==> config.mk <==
export PLATFORM = sky130hd
export DESIGN_NAME = reg_bank
export DESIGN_NICKNAME = d
export VERILOG_FILES = /design/src/rtl/reg_bank_pkg.sv /design/src/rtl/reg_dump_scanner.sv /design/src/rtl/reg_bank.sv
export SDC_FILE = /design/constraint.sdc
export NUM_CORES = 2
export LEC_CHECK = 0
export CELL_PAD_IN_SITES_DETAIL_PLACEMENT = 1
export CELL_PAD_IN_SITES_GLOBAL_PLACEMENT = 2
export CORE_MARGIN = 2
export CORE_UTILIZATION = 44
export DETAILED_ROUTE_END_ITERATION = 16
export MAX_ROUTING_LAYER = met4
export PLACE_DENSITY = 0.85
export SLEW_MARGIN = 20
export SYNTH_ARGS = -nofsm -noshare
export SYNTH_HDL_FRONTEND = slang
export SYNTH_SLANG_ARGS = --single-unit
==> constraint.sdc <==
create_clock -name clk -period 3.08 [get_ports clk]
set_input_delay 0.77 -clock clk [delete_from_list [all_inputs] [get_ports clk]]
set_output_delay 0.77 -clock clk [all_outputs]
set_load 0.02 [all_outputs]
==> src/rtl/reg_bank_pkg.sv <==
// Shared CPU constants: register indices, $sp reset value and dump FSM encoding.
package reg_bank_pkg;

  // Register indices; the RegDst mux uses the same constants.
  localparam int unsigned REG_ZERO = 0;
  localparam int unsigned REG_SP   = 29;
  localparam int unsigned REG_RA   = 31;

  // Top of stack in the data memory word address space.
  localparam int unsigned SP_RESET = 227;

  typedef enum logic {
    IDLE = 1'b0,
    SCAN = 1'b1
  } dump_state_e;

endpackage

==> src/rtl/reg_dump_scanner.sv <==
// Debug dump scanner: walks register indices 0..NREG-1, one per cycle, after a start pulse.
module reg_dump_scanner
  import reg_bank_pkg::*;
#(
  parameter int unsigned DATA_W = 32,
  parameter int unsigned ADDR_W = 5,
  parameter int unsigned NREG   = 32
) (
  input  logic              clk,
  input  logic              reset_n,
  input  logic              dump_start,
  input  logic [DATA_W-1:0] rd_data,
  output logic              dump_busy,
  output logic              dump_valid,
  output logic [ADDR_W-1:0] dump_idx,
  output logic [DATA_W-1:0] dump_data
);

  dump_state_e state_q;

  // FSM with registered outputs; start pulses during a scan are ignored.
  always_ff @(posedge clk or negedge reset_n) begin
    if (!reset_n) begin
      state_q    <= IDLE;
      dump_busy  <= 1'b0;
      dump_valid <= 1'b0;
      dump_idx   <= '0;
    end else begin
      unique case (state_q)
        IDLE: begin
          if (dump_start) begin
            state_q    <= SCAN;
            dump_busy  <= 1'b1;
            dump_valid <= 1'b1;
            dump_idx   <= '0;
          end
        end
        SCAN: begin
          if (dump_idx == ADDR_W'(NREG - 1)) begin
            state_q    <= IDLE;
            dump_busy  <= 1'b0;
            dump_valid <= 1'b0;
            dump_idx   <= '0;
          end else begin
            dump_idx <= dump_idx + 1'b1;
          end
        end
        default: begin
          state_q    <= IDLE;
          dump_busy  <= 1'b0;
          dump_valid <= 1'b0;
          dump_idx   <= '0;
        end
      endcase
    end
  end

  // Live register contents at the current scan index.
  always_comb begin
    dump_data = rd_data;
  end

endmodule

==> src/rtl/reg_bank.sv <==
// 32 x 32-bit MIPS register file with hardwired $zero, preset $sp and a debug dump port.
module reg_bank
  import reg_bank_pkg::*;
#(
  parameter int unsigned DATA_W   = 32,
  parameter int unsigned ADDR_W   = 5,
  parameter int unsigned NREG     = 32,
  parameter int unsigned SP_IDX   = REG_SP,
  parameter int unsigned SP_RESET = reg_bank_pkg::SP_RESET
) (
  input  logic              clk,
  input  logic              reset_n,
  input  logic              RegWrite,
  input  logic [ADDR_W-1:0] WriteReg,
  input  logic [DATA_W-1:0] WriteData,
  input  logic [ADDR_W-1:0] ReadReg1,
  input  logic [ADDR_W-1:0] ReadReg2,
  output logic [DATA_W-1:0] ReadData1,
  output logic [DATA_W-1:0] ReadData2,
  input  logic              dump_start,
  output logic              dump_busy,
  output logic              dump_valid,
  output logic [ADDR_W-1:0] dump_idx,
  output logic [DATA_W-1:0] dump_data
);

  logic [DATA_W-1:0] regs_q [NREG];
  logic [DATA_W-1:0] dump_rd;

  // Storage: reset clears all but $sp; writes to $zero are dropped so reg 0 stays 0.
  always_ff @(posedge clk or negedge reset_n) begin
    if (!reset_n) begin
      for (int unsigned i = 0; i < NREG; i++) begin
        regs_q[i] <= (i == SP_IDX) ? DATA_W'(SP_RESET) : '0;
      end
    end else if (RegWrite && (WriteReg != ADDR_W'(REG_ZERO))) begin
      regs_q[WriteReg] <= WriteData;
    end
  end

  // Zero-latency reads with no write bypass; the dump port shares the same array.
  always_comb begin
    ReadData1 = regs_q[ReadReg1];
    ReadData2 = regs_q[ReadReg2];
    dump_rd   = regs_q[dump_idx];
  end

  reg_dump_scanner #(
    .DATA_W (DATA_W),
    .ADDR_W (ADDR_W),
    .NREG   (NREG)
  ) u_scanner (
    .clk        (clk),
    .reset_n    (reset_n),
    .dump_start (dump_start),
    .rd_data    (dump_rd),
    .dump_busy  (dump_busy),
    .dump_valid (dump_valid),
    .dump_idx   (dump_idx),
    .dump_data  (dump_data)
  );

endmodule

# Word level (Yosys, flattened, before mapping)
# Index checks and enable logic that the tools add are counted.
[op_classes] n_eq_ne=3 n_reduce_logical=4 addsub=1 mux=21 bitwise_logic=5 n_lt_le_gt_ge=5
[op_table] operator="1024-bit bitwise mux" n=1
[op_table] operator="32-bit binary-select mux with 5-bit select" n=3
[op_table] operator="32-bit two-way mux" n=7
[op_table] operator="32-bit demux with 5-bit select" n=1
[op_table] operator="6-bit >= comparator, second input constant" n=4
[op_table] operator="5-bit inverter with 6-bit output" n=4
[op_table] operator="5-bit two-way mux" n=2
[op_table] operator="5-bit one-hot mux with 2 select lines" n=1
[op_table] operator="6-bit by 1-bit < comparator with 1-bit output, second input constant" n=1
[op_table] operator="5-bit by 1-bit adder with 5-bit output, second input constant" n=1
[op_table] operator="5-bit equality test, second input constant" n=1
[op_table] operator="5-bit nonzero test" n=1
[op_table] operator="1-bit two-way mux" n=4
[op_table] operator="2-bit != test, second input constant" n=2
[op_table] operator="1-bit one-hot mux with 2 select lines" n=2
[op_table] operator="1-bit logical AND" n=2
[op_table] operator="2-bit AND reduction" n=1
[op_table] operator="1-bit inverter" n=1
[word_totals] regBits=1031 input_bits=51 output_inout_bits=103 elab_cells=74

# Longest topological paths before layout
[depth] ltp_word=6 mapped_depth=8 depth_no_buf=7

# By module
# Synthesis repeated with hierarchy kept, for this count alone.
[unflattened] hier_cells=5832 hier_area_um2=64833.4
[by_module_without_submodules] mod="reg_bank" area_per_inst_um2=64251.6 seq_area_each_um2=25630.8 cells_each=5768 instances=1
[by_module_without_submodules] mod="reg_dump_scanner" area_per_inst_um2=581.8 seq_area_each_um2=175.2 cells_each=64 instances=1

# Worst setup path after synthesis
# Ideal clock, no wire load.
[synth_timing] kind="in2out" start="input ReadReg1[4]" end="output ReadData1[21]" path_stages=7 t_arrival_ns=2.006 path_buffers=3 path_slack_ns=0.304 required_ns=2.310 path_cell_list="buf_2 > and4b_1 > buf_2 > clkbuf_1 > a22oi_1 > nand4_1 > nor2_1"
[synth_between] elab_chain_cells=4
[synth_rtl] item="from (decl)" line="reg_bank.sv:16" text="input logic [ADDR_W-1:0] ReadReg1,"
[synth_rtl] item="5-bit inverter with 6-bit output (not written as such)" line="reg_bank.sv:43" text="ReadData1 = regs_q[ReadReg1];"
[synth_rtl] item="32-bit binary-select mux with 5-bit select" line="reg_bank.sv:43"
[synth_rtl] item="32-bit two-way mux (not written as such) (2 in series)" line="reg_bank.sv:43"
[synth_rtl] item="to (decl)" line="reg_bank.sv:18" text="output logic [DATA_W-1:0] ReadData1,"
# Every way passes these cells. The select of a mux whose other input is x is not followed.

# Worst setup path in the final report
[layout_timing] start="input ReadReg1[2]" end="output ReadData1[14]"
# The elaborated chain is that of the path after synthesis.

==> impl_metrics.env <==
export IMPL_run_status="finished with violations"
export IMPL_failed_checks="setup timing"
export IMPL_critical_path_n_buffers_inverters=7
export IMPL_maxCapViolations=0
export IMPL_synth_yosys_warnings=0
export IMPL_post_route_utilization=0.597
export IMPL_finalSetupTns_ns=-47.74
export IMPL_synth_top_cells_by_area="sky130_fd_sc_hd__dfrtp_1, sky130_fd_sc_hd__mux2i_1, sky130_fd_sc_hd__mux2_2"
export IMPL_synth_top_family_by_area="multiplexers"
export IMPL_crit_top_cell="sky130_fd_sc_hd__buf_12"
export IMPL_drive_gt1_frac=0.450
export IMPL_post_placement_worst_setup_slack_ns=-1.25
export IMPL_initial_antenna_violation_count=33
export IMPL_period_minus_slack_ns=4.39
export IMPL_max_slew_headroom_at_the_worst_pin=0.212
export IMPL_synth_area_um2=63500
export IMPL_syn_area_per_cell_um2=11.9
export IMPL_timing_critical_path_slowest_cell_delay_ns=0.73
export IMPL_timing_final_ws_setup_ns=-1.31
export IMPL_grtUsageTotal=0.457
export IMPL_cts_tree="done"
export IMPL_portBuffers=153
export IMPL_synth_compound_area_share=0.0916
export IMPL_chipHeight_um=384
export IMPL_wire_length_of_the_first_global_routing_pass_um=468000
export IMPL_synth_net_count=5375
export IMPL_worstSetupEndpointType="primary output"
export IMPL_yosysSeqAreaShare=0.407
export IMPL_final_count_of_pins_violating_max_slew=0
export IMPL_antenna_viol_nets_final=0
export IMPL_wl_per_cell_um=46.5
export IMPL_fin_nets=6040
export IMPL_largest_fanout_of_any_net_on_the_critical_path=6
export IMPL_register_area_um2=25800
export IMPL_start_util=0.443
export IMPL_setup_viol=96
export IMPL_worstPathRequired_ns=2.31
export IMPL_fillerInstances=13582
export IMPL_final_hold_viol_count=0
export IMPL_power_after_layout_mw=66.4
export IMPL_synth_top_cells_by_count="sky130_fd_sc_hd__mux2i_1, sky130_fd_sc_hd__dfrtp_1, sky130_fd_sc_hd__mux2_2, sky130_fd_sc_hd__a22oi_1, sky130_fd_sc_hd__buf_2"
export IMPL_synth_top_cell_by_area="sky130_fd_sc_hd__dfrtp_1"
export IMPL_fin_crit_sh=1.42
export IMPL_ys_seq_elements=1031
export IMPL_placed_cell_area_um2=72700
export IMPL_floorplan_die_area_um2=147000
export IMPL_dp_cells=7399
export IMPL_design_core_area_um2=143000
export IMPL_grt_overflow_total=0
export IMPL_clkSlewWorstSetupHoldPaths_ns=0.06
export IMPL_critPathArrivalTime_ns=3.62
export IMPL_drtPass1Iterations=9
export IMPL_grt_setup_unrepaired="yes"
export IMPL_drt_wl_total_um=374000
export IMPL_power_density_nw_per_um2=776
export IMPL_startpoint_type="input pin"
export IMPL_category_of_the_critical_setup_timing_path="in2out"
export IMPL_first_global_vias=61457
export IMPL_final_skew_ns=0.000156
export IMPL_design_portCount=154
export IMPL_via_per_inst=7.65
export IMPL_post_synth_top_area_fraction=0.405
export IMPL_post_synth_fa_ha_maj_area_fraction=0.000591
export IMPL_min_delay_path_class="reg2reg"
export IMPL_drc_errors=0
export IMPL_area_overhead_vs_synth_pct=34.8
export IMPL_dominantRegCellSynth="sky130_fd_sc_hd__dfrtp_1"
export IMPL_post_route_cell_area_um2=85500
export IMPL_post_synth_simple_gate_area=0.0395
export IMPL_synth_edf_count=0
export IMPL_pin_count_of_the_biggest_net_entering_global_routing=102
export IMPL_row_count=139
export IMPL_synthXorXnorAreaFrac=0
export IMPL_vdd_drop_max_v=0.000912
export IMPL_slowest_stage="sky130_fd_sc_hd__nand4_1"
export IMPL_power_leakage_nw=38.7
export IMPL_clkSinkCount=1031
export IMPL_via_count=61615
export IMPL_final_instance_count_excl_fill=8052
export IMPL_path_cells="buf_12, buf_12, buf_12, buf_4, nor4_4, buf_6, clkbuf_16, a22oi_2, nand4_1, nor2_2, buf_6"
export IMPL_synth_async_sr_flop_share=1.00
export IMPL_clock_path_buffers=3
export IMPL_multi_input_comb_area_um2=37700
export IMPL_numCtsBuffers=120
export IMPL_clock_latency_at_the_later_pin_of_the_worst_skew_pair_ns=0.79
export IMPL_htreeDepth=3
export IMPL_worst_path_dominant_cell_family="simple AND/OR/NAND/NOR gates"
export IMPL_post_synth_inst_count=5321
export IMPL_worstMarginPinSlew_ns=1.16
export IMPL_post_synth_num_cell_types=40
export IMPL_initialDrtViolationCount=9242
export IMPL_post_synth_mux_area_share=0.418
export IMPL_die_span_in_x_um=384
export IMPL_synth_most_common_cell="sky130_fd_sc_hd__mux2i_1"
export IMPL_dp_hpwl_um=175000
export IMPL_holdWs_ns=0.431
export IMPL_fmaxAchievable_mhz=228
export IMPL_globalplace_congestion=0.949
export IMPL_cts_root_buf="sky130_fd_sc_hd__clkbuf_16"
per-layer routing:
| metal | vias up | share of wire | track usage |
|---|---|---|---|
| met5 | - | 0 | - |
| met1 | 30577 | 0.33 | 0.504 |
| met2 | 6123 | 0.40 | 0.645 |
| li1 | 21820 | - | - |
| met3 | 3095 | 0.15 | 0.175 |
| met4 | 0 | 0.12 | 0.395 |
repair_timing:
action / in CTS / in global routing
endpoints found under the setup margin: 97 / 96
resized for setup: 1219 / 292
endpoints found under the hold margin: 23 / 0
cloned: 56 / 5
pin swaps: 322 / 278
buffers inserted: 261 / 117
hold buffers: 1 / 0
sequential cells by signal, summed over array words and instances, names as in the netlist:
register,count
u_scanner.dump_valid,1
u_scanner.dump_idx,5
u_scanner.state_q,1
regs_q,1024
kinds of logic (layout without fill, tap and decap cells):
kind of cell	count (synthesis)	in the layout
multiplexers	2528	2528
flip-flops	1031	1031
AO/OA/AOI/OAI	777	777
buffers and inverters	585	1353
AND/OR/NAND/NOR	397	397
adder cells (fa/ha/maj)	3	3
other	0	60
worst paths after layout:
| check | from | endpoint | slack, ns | depth (start not counted) |
|---|---|---|---|---|
| min reg2reg | regs_q[1023] | regs_q[1023] | 0.43 | 0 |
| min in group asynchronous | reset_n | regs_q[158] | 0.45 | 2 |
| min | regs_q[1023] | regs_q[1023] | 0.43 | 0 |
| max in group asynchronous | reset_n | regs_q[920] | 1.37 | 4 |
| max | ReadReg1[2] | ReadData1[14] | -1.31 | 11 |
| max reg2reg | u_scanner.dump_idx[1] | u_scanner.dump_idx[2] | 0.77 | 9 |
report_power, final:
group | internal (mW) | total, mW | switching, mW
Clock | 8.67 | 15.7 | 7.01
Sequential | 16.1 | 20.0 | 3.84
Combinational | 14.0 | 30.7 | 16.8
Total | 38.8 | 66.4 | 27.6
worst register-to-register path, cell delays in order (launching register included):
cell                       delay (ns)
sky130_fd_sc_hd__dfrtp_4         0.63
sky130_fd_sc_hd__buf_4           0.20
sky130_fd_sc_hd__buf_4           0.22
sky130_fd_sc_hd__ha_1            0.23
sky130_fd_sc_hd__and3_1          0.20
sky130_fd_sc_hd__ha_1            0.16
sky130_fd_sc_hd__nand2b_1        0.21
sky130_fd_sc_hd__nor2_1          0.08
sky130_fd_sc_hd__o21ai_0         0.16
sky130_fd_sc_hd__o21ai_0         0.10
placed cells by master, fill, tap and decap left out, types with 45 or more instances in the layout:
master	instances
sky130_fd_sc_hd__mux2i_1	1507
sky130_fd_sc_hd__nor2_4	45
sky130_fd_sc_hd__mux2_1	99
sky130_fd_sc_hd__mux2_2	893
sky130_fd_sc_hd__nand4_1	192
sky130_fd_sc_hd__clkbuf_16	126
sky130_fd_sc_hd__buf_16	51
sky130_fd_sc_hd__buf_6	252
sky130_fd_sc_hd__buf_12	338
sky130_fd_sc_hd__buf_4	385
sky130_fd_sc_hd__a22oi_2	363
sky130_fd_sc_hd__clkdlybuf4s50_1	45
sky130_fd_sc_hd__nor2_2	59
sky130_fd_sc_hd__a22oi_1	405
sky130_fd_sc_hd__diode_2	60
sky130_fd_sc_hd__dfrtp_1	1023
final cells by class:
class / instances / share of cell area
Multi-Input combinational cell: 3705 / 0.441
Clock inverter: 41 / 0.00553
Inverter: 1 / 0.0000439
Sequential cell: 1031 / 0.302
Clock buffer: 184 / 0.0419
Tap cell: 1903 / 0.0278
Antenna cell: 60 / 0.00176
Timing Repair Buffer: 1127 / 0.180
No activity file was read; power rests on OpenSTA's default activity.
